**src/rtl/gcd_ctrl_if.sv**
```systemverilog
// gcd_ctrl_if: operand, select and result bundle between the GCD sequencer
// and its surroundings (switches/keypad on one side, LCD text path on the other).
//   sel      operation select from switches
//   carryin  raw start pushbutton level (asynchronous to the clock)
//   a_in     operand A, b_in operand B
//   gcd_out  last completed result
//   steps    subtraction steps of the last/current run
//   busy     computing, done one-cycle completion pulse, err A=B=0 run
// master drives the inputs and observes results; slave is the sequencer.
interface gcd_ctrl_if #(
  parameter int WIDTH = 12
);
  logic [5:0]       sel;
  logic             carryin;
  logic [WIDTH-1:0] a_in;
  logic [WIDTH-1:0] b_in;
  logic [WIDTH-1:0] gcd_out;
  logic [WIDTH-1:0] steps;
  logic             busy;
  logic             done;
  logic             err;

  modport master (
    output sel, carryin, a_in, b_in,
    input  gcd_out, steps, busy, done, err
  );

  modport slave (
    input  sel, carryin, a_in, b_in,
    output gcd_out, steps, busy, done, err
  );
endinterface

```
**src/rtl/gcd_ctrl.sv**
```systemverilog
// gcd_ctrl: sequencing controller for the GCD opcode. Synchronizes the start
// pushbutton, accepts a start on its rising edge while the GCD opcode is
// selected, latches both operands and runs Euclid's algorithm by repeated
// subtraction, one step per clock. Result, step count and status are held
// for the LCD text path.
// Ports:
//   lcdclk  system clock
//   resetn  asynchronous reset, active-high (legacy name)
//   bus     gcd_ctrl_if slave: sel/carryin/a_in/b_in in,
//           gcd_out/steps/busy/done/err out (all registered)
module gcd_ctrl #(
  parameter int         WIDTH   = 12,
  parameter logic [5:0] GCD_SEL = 6'b101000
) (
  input  logic        lcdclk,
  input  logic        resetn,
  gcd_ctrl_if.slave   bus
);

  localparam logic [1:0] ST_IDLE = 2'b00;
  localparam logic [1:0] ST_RUN  = 2'b01;
  localparam logic [1:0] ST_DONE = 2'b10;

  logic [1:0]       state_q, state_d;
  logic [WIDTH-1:0] a_q, a_d;
  logic [WIDTH-1:0] b_q, b_d;
  logic [WIDTH-1:0] gcd_q, gcd_d;
  logic [WIDTH-1:0] steps_q, steps_d;
  logic             busy_q, busy_d;
  logic             done_q, done_d;
  logic             err_q, err_d;
  logic             s1_q, s2_q;

  logic             start_edge_s;
  logic             sel_ok_s;
  logic             accept_s;

  assign start_edge_s = s1_q & ~s2_q;
  assign sel_ok_s     = (bus.sel == GCD_SEL);
  // A new run may begin in the very cycle done is pulsing.
  assign accept_s     = start_edge_s & sel_ok_s &
                        ((state_q == ST_IDLE) | (state_q == ST_DONE));

  // Two-flop synchronizer on the raw pushbutton level.
  always_ff @(posedge lcdclk or posedge resetn) begin
    if (resetn) begin
      s1_q <= 1'b0;
      s2_q <= 1'b0;
    end else begin
      s1_q <= bus.carryin;
      s2_q <= s1_q;
    end
  end

  // Next-state and datapath decisions; rule order inside RUN is priority order.
  always_comb begin
    state_d = state_q;
    a_d     = a_q;
    b_d     = b_q;
    gcd_d   = gcd_q;
    steps_d = steps_q;
    busy_d  = busy_q;
    done_d  = 1'b0;
    err_d   = err_q;
    case (state_q)
      ST_IDLE, ST_DONE: begin
        if (accept_s) begin
          state_d = ST_RUN;
          a_d     = bus.a_in;
          b_d     = bus.b_in;
          steps_d = {WIDTH{1'b0}};
          err_d   = 1'b0;
          busy_d  = 1'b1;
        end else begin
          state_d = state_q;
        end
      end
      ST_RUN: begin
        if (!sel_ok_s) begin
          // Abort: result and error keep their previous run's values.
          state_d = ST_IDLE;
          busy_d  = 1'b0;
        end else if ((a_q == {WIDTH{1'b0}}) && (b_q == {WIDTH{1'b0}})) begin
          state_d = ST_DONE;
          gcd_d   = {WIDTH{1'b0}};
          err_d   = 1'b1;
          busy_d  = 1'b0;
          done_d  = 1'b1;
        end else if ((a_q == {WIDTH{1'b0}}) || (b_q == {WIDTH{1'b0}})) begin
          state_d = ST_DONE;
          gcd_d   = a_q | b_q;
          busy_d  = 1'b0;
          done_d  = 1'b1;
        end else if (a_q == b_q) begin
          state_d = ST_DONE;
          gcd_d   = a_q;
          busy_d  = 1'b0;
          done_d  = 1'b1;
        end else if (a_q > b_q) begin
          a_d     = a_q - b_q;
          steps_d = steps_q + {{(WIDTH-1){1'b0}}, 1'b1};
        end else begin
          b_d     = b_q - a_q;
          steps_d = steps_q + {{(WIDTH-1){1'b0}}, 1'b1};
        end
      end
      default: begin
        state_d = ST_IDLE;
        busy_d  = 1'b0;
      end
    endcase
  end

  // Controller and output registers.
  always_ff @(posedge lcdclk or posedge resetn) begin
    if (resetn) begin
      state_q <= ST_IDLE;
      a_q     <= {WIDTH{1'b0}};
      b_q     <= {WIDTH{1'b0}};
      gcd_q   <= {WIDTH{1'b0}};
      steps_q <= {WIDTH{1'b0}};
      busy_q  <= 1'b0;
      done_q  <= 1'b0;
      err_q   <= 1'b0;
    end else begin
      state_q <= state_d;
      a_q     <= a_d;
      b_q     <= b_d;
      gcd_q   <= gcd_d;
      steps_q <= steps_d;
      busy_q  <= busy_d;
      done_q  <= done_d;
      err_q   <= err_d;
    end
  end

  assign bus.gcd_out = gcd_q;
  assign bus.steps   = steps_q;
  assign bus.busy    = busy_q;
  assign bus.done    = done_q;
  assign bus.err     = err_q;

endmodule

```
**src/flat_wrapper.sv**
```systemverilog
// flat-port wrapper written by rule: the top's interface ports become plain ports
module gcd_ctrl_flat 
#(
  parameter int         WIDTH   = 12,
  parameter logic [5:0] GCD_SEL = 6'b101000
)
  (lcdclk, resetn, bus_sel, bus_carryin, bus_a_in, bus_b_in, bus_gcd_out, bus_steps, bus_busy, bus_done, bus_err);
  gcd_ctrl_if #(.WIDTH(WIDTH)) bus_i ();
  input  logic lcdclk;
  input  logic resetn;
  input wire logic [$bits(bus_i.sel)-1:0] bus_sel;
  input wire logic [$bits(bus_i.carryin)-1:0] bus_carryin;
  input wire logic [$bits(bus_i.a_in)-1:0] bus_a_in;
  input wire logic [$bits(bus_i.b_in)-1:0] bus_b_in;
  output wire logic [$bits(bus_i.gcd_out)-1:0] bus_gcd_out;
  output wire logic [$bits(bus_i.steps)-1:0] bus_steps;
  output wire logic [$bits(bus_i.busy)-1:0] bus_busy;
  output wire logic [$bits(bus_i.done)-1:0] bus_done;
  output wire logic [$bits(bus_i.err)-1:0] bus_err;
  assign bus_i.sel = bus_sel;
  assign bus_i.carryin = bus_carryin;
  assign bus_i.a_in = bus_a_in;
  assign bus_i.b_in = bus_b_in;
  assign bus_gcd_out = bus_i.gcd_out;
  assign bus_steps = bus_i.steps;
  assign bus_busy = bus_i.busy;
  assign bus_done = bus_i.done;
  assign bus_err = bus_i.err;
  gcd_ctrl #(.WIDTH(WIDTH), .GCD_SEL(GCD_SEL)) u_core (.lcdclk(lcdclk), .resetn(resetn), .bus(bus_i));
endmodule
```
**config.mk**
```make
export PLATFORM = sky130hd
export DESIGN_NAME = gcd_ctrl_flat
export DESIGN_NICKNAME = d
export VERILOG_FILES = /design/src/rtl/gcd_ctrl_if.sv /design/src/rtl/gcd_ctrl.sv /design/src/flat_wrapper.sv
export SDC_FILE = /design/constraint.sdc
export NUM_CORES = 1
export LEC_CHECK = 0
export ABC_CLOCK_PERIOD_IN_PS = 3050
export CAP_MARGIN = 20
export CORE_MARGIN = 8
export CORE_UTILIZATION = 52
export CTS_CLUSTER_DIAMETER = 60
export DETAILED_ROUTE_END_ITERATION = 6
export GPL_TIMING_DRIVEN = 0
export PLACE_DENSITY = 0.74
export SLEW_MARGIN = 20
export SYNTH_ARGS = -nofsm -noshare
export SYNTH_HDL_FRONTEND = slang
export SYNTH_SLANG_ARGS = --single-unit
```
**constraint.sdc**
```tcl
create_clock -name lcdclk -period 3.05 [get_ports lcdclk]
set_clock_uncertainty 0.1 [all_clocks]
set_input_delay 0.61 -clock lcdclk [delete_from_list [all_inputs] [get_ports lcdclk]]
set_output_delay 0.61 -clock lcdclk [all_outputs]
set_load 0.05 [all_outputs]
```
Word level (Yosys, flattened, before mapping) --
Index checks and enable logic that the tools add are counted.
Word-level totals: bits in registers 55, input bits 33, output and inout bits 27, word-level logic and storage cells 91
Cells by class: add/sub/neg operators 3, order comparisons 1, equal/unequal tests 13, muxes and demuxes 44, bitwise gates (word level) 6, reduce and logical (&&, ||, !) cells 14
Operator list (number):
- 12-bit two-way mux | 20
- 12-bit case mux with 2 select lines | 3
- 12-bit logical NOT | 2
- 12-bit subtractor | 2
- 7-bit AND reduction | 2
- 1-bit two-way mux | 13
- 12-bit by 1-bit adder with 12-bit output (second input constant) | 1
- 12-bit == test | 1
- 12-bit > comparator | 1
- 12-bit OR | 1
- 2-bit two-way mux | 5
- 2-bit by 1-bit != test with 1-bit output (second input constant) | 4
- 2-bit != test (second input constant) | 4
- 6-bit == test (second input constant) | 1
- 6-bit AND reduction | 1
- 5-bit != test (second input constant) | 1
- 1-bit case mux with 2 select lines | 2
- 2-bit case mux with 2 select lines | 1
- 4-bit AND reduction | 1
- 1-bit AND | 3
- 3-bit AND reduction | 1
- 3-bit nonzero test | 1
- 2-bit by 1-bit == test with 1-bit output (second input constant) | 1
- 2-bit == test (second input constant) | 1
- 8 further kinds | 8

Depth between registers and ports, before layout --
Gate-level depths: netlist (run 1).
depth in word-level cells 7, gate-level depth with buffers 13, gate-level depth less buffers 10

Least setup slack after synthesis (run 1) --
No wires, ideal clock.
path kind register -> register, start point register u_core.a_q[9], end point register u_core.a_q[10], library setup time 0.125 ns, arrival 2.338 ns, data required time 2.825 ns, setup slack 0.487 ns, stages on the path, launching flop included 13, buffers on the path 3, period minus slack after synthesis 2.563 ns, path through dfrtp_1 -> inv_1 -> ha_1 -> buf_6 -> nor4_4 -> nand4_1 -> nand4_1 -> nor2b_1 -> buf_6 -> inv_8 -> nand2_4 -> buf_6 -> mux2_4
Between the ends: longest elaborated chain between the ends 7, elaborated cells on any way between the ends 17, those cells by class add/sub: 1; order compare: 1; eq/ne: 5; mux: 6; reduce/logical: 4
Ends and longest elaborated chain:
- start: declaration | RTL line gcd_ctrl.sv:25 | logic [WIDTH-1:0] a_q, a_d;
- start signal: assignment | RTL line gcd_ctrl.sv:118 | a_q <= {WIDTH{1'b0}};
- 12-bit subtractor | RTL line gcd_ctrl.sv:100 | a_d = a_q - b_q;
- 12-bit two-way mux | RTL line gcd_ctrl.sv:99 | end else if (a_q > b_q) begin
- 12-bit two-way mux | RTL line gcd_ctrl.sv:94 | end else if (a_q == b_q) begin
- 12-bit two-way mux | RTL line gcd_ctrl.sv:89 | end else if ((a_q == {WIDTH{1'b0}}) || (b_q == {WIDTH{1'b0}})) begin
- 12-bit two-way mux | RTL line gcd_ctrl.sv:83 | end else if ((a_q == {WIDTH{1'b0}}) && (b_q == {WIDTH{1'b0}})) begin
- 12-bit two-way mux | RTL line gcd_ctrl.sv:79 | if (!sel_ok_s) begin
- 12-bit case mux with 2 select lines | RTL line gcd_ctrl.sv:65 | case (state_q)
Several ways; a longest one is shown, not always the timed one. The select of a mux whose other input is x is not followed. A chain may end at the register's enable or synchronous reset.

Final worst setup path (run 1) --
start point register u_core.b_q[3], end point register u_core.a_q[9]
Between the ends: longest elaborated chain between the ends 7, elaborated cells on any way between the ends 17, those cells by class add/sub: 1; order compare: 1; eq/ne: 5; mux: 6; reduce/logical: 4
Ends and longest elaborated chain:
- start: declaration | RTL line gcd_ctrl.sv:26 | logic [WIDTH-1:0] b_q, b_d;
- start signal: assignment | RTL line gcd_ctrl.sv:119 | b_q <= {WIDTH{1'b0}};
- 12-bit subtractor | RTL line gcd_ctrl.sv:100
- 12-bit two-way mux | RTL line gcd_ctrl.sv:99
- 12-bit two-way mux | RTL line gcd_ctrl.sv:94
- 12-bit two-way mux | RTL line gcd_ctrl.sv:89
- 12-bit two-way mux | RTL line gcd_ctrl.sv:83
- 12-bit two-way mux | RTL line gcd_ctrl.sv:79
- 12-bit case mux with 2 select lines | RTL line gcd_ctrl.sv:65
Several ways; a longest one is shown, not always the timed one. The select of a mux whose other input is x is not followed.

==> metrics.md, run 1 <==
| Metric | Value |
|---|---|
| Crit path launch | `u_core.b_q[3]$_DFFE_PP0P_` |
| # DRC | `0` |
| Pwr Total | `1899 uW` |
| Cell taking the most area after synthesis | `dfrtp_1` |
| Number of synthesized flops with an enable pin | `0` |
| Synth Warn # | `0` |
| Leakage | `0.002145 uW` |
| Hold crit path type | `reg -> reg` |
| Ys async rst share | `1.000` |
| Setup crit end kind | `flip-flop` |
| Area share of the largest cell type after synthesis | `0.3502` |
| Worst Path Max Fanout | `10` |
| Die height | `102.9 um` |
| Synthesized flop and latch total | `55` |
| Reg-to-reg critical path startpoint | `u_core.b_q[3]$_DFFE_PP0P_` |
| Arrival time at the worst endpoint | `3.02 ns` |
| Final ANT Viol Nets | `0` |
| WP data required | `3.16 ns` |
| Post-DP HPWL | `8.173 mm` |
| Top post-synthesis cells by area | `dfrtp_1, ha_1, a21oi_1, xnor2_1, nor2_1` |
| Clock Path Buffers | `2` |
| Core Rows | `31` |
| Die Span X | `102.9 um` |
| Register area share after synthesis | `0.3502` |
| Core Area | `0.007292 mm^2` |
| CTS Hold Bufs | `0` |
| Syn_area_per_cell | `9.161 um^2` |
| Htree depth | `2` |
| DRC marker count from the first detailed-route iteration | `139` |
| IO Port Bufs | `59` |
| Setup Crit Path Kind | `reg -> reg` |
| FF-to-FF setup slack | `0.14 ns` |
| Ports | `60` |
| Post-Syn Instances | `429` |
| Net Count, Synth | `500` |
| Final period utilization | `0.9553` |
| Pwr dens | `393.2 mW/mm^2` |
| Overall Global Routing Usage | `0.2025` |
| Vias | `3330` |
| First-pass GRT wire length | `16.97 mm` |
| Final setup vio count | `0` |
| Worst vdd ir | `0.2326 mV` |
| Clock sink total | `55` |
| Area post-placement | `0.004647 mm^2` |
| Hold Worst Slack | `0.3098 ns` |
| Synth Flop Type | `dfrtp_1` |
| Final instance area | `0.004830 mm^2` |
| Most frequent cell after synthesis | `dfrtp_1` |
| Mapped cell area | `0.003930 mm^2` |
| Nets | `571` |
| Final hold vios | `0` |
| R2R cell count | `12` |
| Drt wl/cell | `17.41 um` |
| Number of max-cap violations | `0` |
| Hold endpoint | `u_core.s2_q$_DFF_PP0_` |
| Startpoint Class | `flip-flop` |
| Yosys cell types | `49` |
| Initial core utilization | `0.5389` |
| Initial antenna violation count | `0` |
| HP Start | `u_core.s1_q$_DFF_PP0_` |
| Max Slew Vio Count | `0` |
| Layout area overhead | `22.89%` |
| CTS tree | `yes` |
| Layout cell share with drive strength beyond 1 | `0.1038` |
| Status | `finished clean` |
| CTS buffer count | `5` |
| Slew HR | `0.5214` |
| Hold Crit Depth | `0` |
| DIE AREA | `0.01060 mm^2` |
| Pre-antenna DRT Iters | `4` |
| # diodes | `0` |
| Clk slew on worst S/H paths | `0.12 ns` |
| R2R Path End | `u_core.a_q[9]$_DFFE_PP0P_` |
| Number of global-route vias before repair | `3493` |
| Total global routing overflow | `0` |
| Vias per cell | `5.550` |
| RePlAce Congestion | `0.9030` |
| Clock Latency Late Sink | `0.32 ns` |
| Final Critical Period | `2.914 ns` |
| Largest net degree at the start of global routing | `56` |
| Routed wire length | `10.45 mm` |
| Worst Tran Pin Value | `0.7179 ns` |
| Root Driver | `clkbuf_8` |
| Commonest cells post-synth | `dfrtp_1, nor2_1, a21oi_1` |
| Max Freq | `343.2 MHz` |
## cell usage in the layout, fill, tap and decap left out, drive strengths merged, types with 7 or more instances in the layout
cell            n
mux2i          12
inv            39
buf            15
o21bai          7
dfrtp          55
a22o           12
nor3            9
nor2           47
ha             36
a21oi          43
clkdlybuf4s50  59
o21ai          22
xnor2          23
nand2          29
nor4           11
clkbuf         14
## repair_timing
| item | 4_1_cts | 5_1_grt |
|---|---|---|
| resized for setup | 1 | 9 |
| pin swaps | 0 | 4 |
| endpoints found under the setup margin | 4 | 24 |
| setup buffers | 0 | 5 |
## where the power goes
group          leakage (uW)  total, uW  internal (uW)  switching, uW
Clock             0.0000548        522            248            274
Sequential         0.000717        803            761           42.0
Combinational       0.00137        574            254            319
## area by class of cell
| cell class | instances | area [um^2] |
|---|---|---|
| plain buffers | 19 | 117.6 |
| clock buffers | 5 | 68.82 |
| clock inverters | 3 | 46.29 |
| fillers | 636 | 2462 |
| inverters | 39 | 156.4 |
| multi-input cells | 316 | 2307 |
| flip-flops and latches | 55 | 1381 |
| well taps | 99 | 123.9 |
| repair buffers | 64 | 628.1 |
## critical path, stage by stage (launching register included)
cell,delay [ns]
dfrtp_1,0.45
inv_1,0.09
ha_1,0.30
buf_4,0.18
nor4_4,0.28
nand4_1,0.24
nand4_1,0.18
nor2b_2,0.17
buf_6,0.17
inv_8,0.06
nand2_4,0.07
buf_6,0.18
mux2_4,0.31
## state kept, by name, summed over array words and instances, names as in the netlist
| signal | flops |
|---|---|
| u_core.bus.busy | 1 |
| u_core.a_q | 12 |
| u_core.bus.gcd_out | 12 |
| u_core.b_q | 12 |
| u_core.bus.steps | 12 |
| u_core.bus.err | 1 |
| u_core.bus.done | 1 |
| u_core.state_q | 2 |
| u_core.s2_q | 1 |
| u_core.s1_q | 1 |
## cells by family after synthesis
| group | synth area share |
|---|---|
| AOI/OAI and AO/OA | 0.1691 |
| xor gates and xnor gates | 0.06463 |
| adders and majority gates | 0.1248 |
| buffers and inverters | 0.06908 |
| DFF | 0.3502 |
| muxes | 0.05158 |
| and+or+nand+nor | 0.1706 |
## metal layers
layer | vias to the layer above | global-route usage | wire length, um
li1 | 1617 | - | -
met1 | 1604 | 0.2547 | 4644
met2 | 96 | 0.3603 | 5093
met3 | 13 | 0.02701 | 596
met4 | 0 | 0.04004 | 112
met5 | - | 0 | 0
## per-stage QoR
step | setup WS [ns] | setup TNS (ns) | util | std cells
floorplan | 0.4869 | 0 | - | 429
global placement | 0.01033 | 0 | 0.6369 | 587
detailed placement | 0.01526 | 0 | 0.6373 | 587
CTS | 0.1052 | 0 | 0.6539 | 595
global route | -0.01409 | -0.03505 | 0.6623 | 600
finish | 0.1364 | 0 | 0.6623 | 600
## worst max path at each step
stage                                            end
final                      u_core.a_q[9]$_DFFE_PP0P_
after global routing       u_core.a_q[9]$_DFFE_PP0P_
after CTS                  u_core.a_q[9]$_DFFE_PP0P_
after detailed placement   u_core.a_q[9]$_DFFE_PP0P_
after global placement         u_core.s2_q$_DFF_PP0_
after floorplan           u_core.a_q[10]$_DFFE_PP0P_
(Power assumes the default switching activity.)
==> run 2, diff against run 1 <==
--- a/config.mk
+++ b/config.mk
@@ -12,6 +12,7 @@
 export CTS_CLUSTER_DIAMETER = 60
 export DETAILED_ROUTE_END_ITERATION = 6
 export GPL_TIMING_DRIVEN = 0
+export MAX_ROUTING_LAYER = met4
 export PLACE_DENSITY = 0.74
 export SLEW_MARGIN = 20
 export SYNTH_ARGS = -nofsm -noshare
==> run 2 against run 1 <==
Worst hold slack better by 0.0060 ns. Critical path type unchanged. Critical path depth unchanged. Final cell count down 0.33%. Sequential share of layout area up 0.18 points. Power down 5.2%. Routed wire length up 1.1%.
==> metrics.md, run 2 (synthesized netlist as in run 1, its figures left out) <==
| Metric | Value |
|---|---|
| Combinational power share | `0.317 (+0.015)` |
| Reg power frac | `0.446 (+0.023)` |
| Pre-antenna DRT Iters | `4 (unchanged)` |
| Clock sink total | `55 (unchanged)` |
| Htree depth | `2 (unchanged)` |
| CTS buffer count | `5 (unchanged)` |
| Setup crit end kind | `flip-flop` |
| Leakage | `0.002140 uW (-0.27%)` |
| Root Driver | `clkbuf_8` |
| IO Port Bufs | `59 (unchanged)` |
| Die height | `102.9 um (unchanged)` |
| Fin util | `0.6587 (-0.003603)` |
| Final setup vio count | `0 (unchanged)` |
| Max Slew Vio Count | `0 (unchanged)` |
| Core Area | `0.007292 mm^2 (unchanged)` |
| RSZ-0062 raised after global routing | `no` |
| Critical path cell sequence | `inv_1 > ha_1 > clkbuf_4 > nor4_4 > nand4_1 > nand4_1 > nor2b_4 > buf_6 > inv_8 > nand2_4 > buf_8 > mux2_4` |
| Psw | `620.6 uW (-2.3%)` |
| FF-to-FF setup slack | `0.14 ns (about the same)` |
| Worst vdd ir | `0.1939 mV (-17%)` |
| Status | `finished clean` |
| Hold crit path type | `reg -> reg` |
| Post-place setup slack | `-0.008711 ns (-0.02397 ns)` |
| WP data required | `3.16 ns (about the same)` |
| Most frequent cells in the layout | `clkdlybuf4s50_1, dfrtp_1, nor2_1` |
| Final hold vios | `0 (unchanged)` |
| Number of max-cap violations | `0 (unchanged)` |
| Clk slew on worst S/H paths | `0.11 ns (about the same)` |
| Cell internal pwr | `1179 uW (-6.7%)` |
| Cell mode on critical path | `nand4_1` |
| Largest net degree at the start of global routing | `56 (unchanged)` |
| Most common cell after layout, fill and taps aside | `clkdlybuf4s50_1` |
| Final Critical Period | `2.909 ns (-0.004684 ns)` |
| CP peak stage delay | `0.44 ns (about the same)` |
| # diodes | `0 (unchanged)` |
| Setup Crit Path Kind | `reg -> reg` |
| Core Rows | `31 (unchanged)` |
| R2R Path End | `u_core.a_q[9]$_DFFE_PP0P_` |
| Slew HR | `0.5217 (about the same)` |
| Arrival time at the worst endpoint | `3.02 ns (about the same)` |
| Die Span X | `102.9 um (unchanged)` |
| Routed wire length | `10.56 mm (+1.1%)` |
| DIE AREA | `0.01060 mm^2 (unchanged)` |
| CTS tree | `yes` |
| # DRC | `0 (unchanged)` |
| R2R cell count | `12 (unchanged)` |
| Clock Path Buffers | `2 (unchanged)` |
| Layout area overhead | `22.22%` |
| Vias per cell | `5.555 (about the same)` |
| Reg-to-reg critical path startpoint | `u_core.a_q[8]$_DFFE_PP0P_` |
| Number of global-route vias before repair | `3462 (-0.89%)` |
| Post-DP HPWL | `8.474 mm (+3.7%)` |
| Final ANT Viol Nets | `0 (unchanged)` |
| Switching part of the total | `0.3449 (+0.01043)` |
| First-pass GRT wire length | `17.49 mm (+3.0%)` |
| Total global routing overflow | `0 (unchanged)` |
| Final worst slack | `0.1411 ns (+0.004684 ns)` |
| Overall Global Routing Usage | `0.2156 (+0.01309)` |
| Max Freq | `343.8 MHz (+0.16%)` |
| Crit path launch | `u_core.a_q[8]$_DFFE_PP0P_` |
| Ports | `60 (unchanged)` |
| Clock network power share | `0.237 (-0.038)` |
| Initial core utilization | `0.5389 (unchanged)` |
| DRC marker count from the first detailed-route iteration | `109 (-22%)` |
| Max stage delay cell, worst path | `dfrtp_2` |
| Nets | `569 (-0.35%)` |
| RePlAce Congestion | `0.9223 (+2.1%)` |
| CTS Hold Bufs | `0 (unchanged)` |
| Final period utilization | `0.9537 (-0.001536)` |
| Hold Worst Slack | `0.3158 ns (+0.006006 ns)` |
| Startpoint Class | `flip-flop` |
| Fill count | `639 (+0.47%)` |
| Critical path endpoint | `u_core.a_q[9]$_DFFE_PP0P_` |
| Layout cell share with drive strength beyond 1 | `0.1002 (-0.003592)` |
| Worst Tran Pin Value | `0.7175 ns (-0.0003734 ns)` |
| Worst Path Max Fanout | `10 (unchanged)` |
| Clock Latency Late Sink | `0.32 ns (about the same)` |
| Vias | `3322 (-0.24%)` |
| Pwr dens | `374.6 mW/mm^2 (-4.7%)` |
| Drt wl/cell | `17.66 um (+1.4%)` |
| Initial antenna violation count | `0 (unchanged)` |
==> run 2: area by class of cell <==
class	instances	area (um^2)	share of cell area
Tap cell	99	123.9	0.02579
Buffer	19	123.9	0.02579
Inverter	39	156.4	0.03256
Sequential cell	55	1383	0.2878
Clock inverter	3	22.52	0.004689
Multi-Input combinational cell	316	2312	0.4814
Clock buffer	5	68.82	0.01433
Timing Repair Buffer	62	613.1	0.1276
==> run 2: worst min-delay path by stage <==
stage | startpoint | endpoint | slack [ns] | cells after the start
2_1_floorplan | u_core.s1_q$_DFF_PP0_ | u_core.s2_q$_DFF_PP0_ | 0.27 | 0
3_3_place_gp | u_core.s1_q$_DFF_PP0_ | u_core.s2_q$_DFF_PP0_ | 0.30 | 0
3_5_place_dp | u_core.s1_q$_DFF_PP0_ | u_core.s2_q$_DFF_PP0_ | 0.29 | 0
4_1_cts | u_core.s1_q$_DFF_PP0_ | u_core.s2_q$_DFF_PP0_ | 0.32 | 0
5_1_grt | u_core.s1_q$_DFF_PP0_ | u_core.s2_q$_DFF_PP0_ | 0.34 | 0
6_report | u_core.s1_q$_DFF_PP0_ | u_core.s2_q$_DFF_PP0_ | 0.32 | 0
==> run 2: layer usage <==
| layer | vias to the layer above | GRT usage | wire length (um) |
|---|---|---|---|
| li1 | 1622 | - | - |
| met1 | 1608 | 0.2714 | 4664 |
| met2 | 82 | 0.3623 | 5230 |
| met3 | 10 | 0.03241 | 582 |
| met4 | 0 | 0.03671 | 82 |
| met5 | - | - | 0 |
==> run 2: power groups by stage <==
stage               Combinational, uW  Clock, uW  Sequential, uW
floorplan                         398          0             807
global placement                  540          0             814
detailed placement                547          0             817
CTS                               553        434             802
global route                      634        460             808
finish                            570        427             803
==> run 2: critical path, delay by kind of cell (launching register included) <==
family / cells / cell delay (ns)
buf+inv: 5 / 0.63
flops: 1 / 0.44
fa+ha+maj: 1 / 0.27
simple gates: 5 / 1.05
mux: 1 / 0.31
==> run 2: repair_timing <==
action	in CTS	in global routing
setup buffers	0	3
pin swaps	0	3
setup endpoints to repair	4	15
resized for setup	1	12
==> run 2: per-stage QoR <==
stage | cells | power [uW] | instance area (um^2) | setup TNS [ns]
floorplan | 429 | 1205 | 3930 | 0
detailed placement | 587 | 1363 | 4647 | -0.01801
global placement | 587 | 1354 | 4644 | 0
CTS | 595 | 1789 | 4745 | 0
global route | 598 | 1903 | 4803 | 0
finish | 598 | 1799 | 4803 | 0
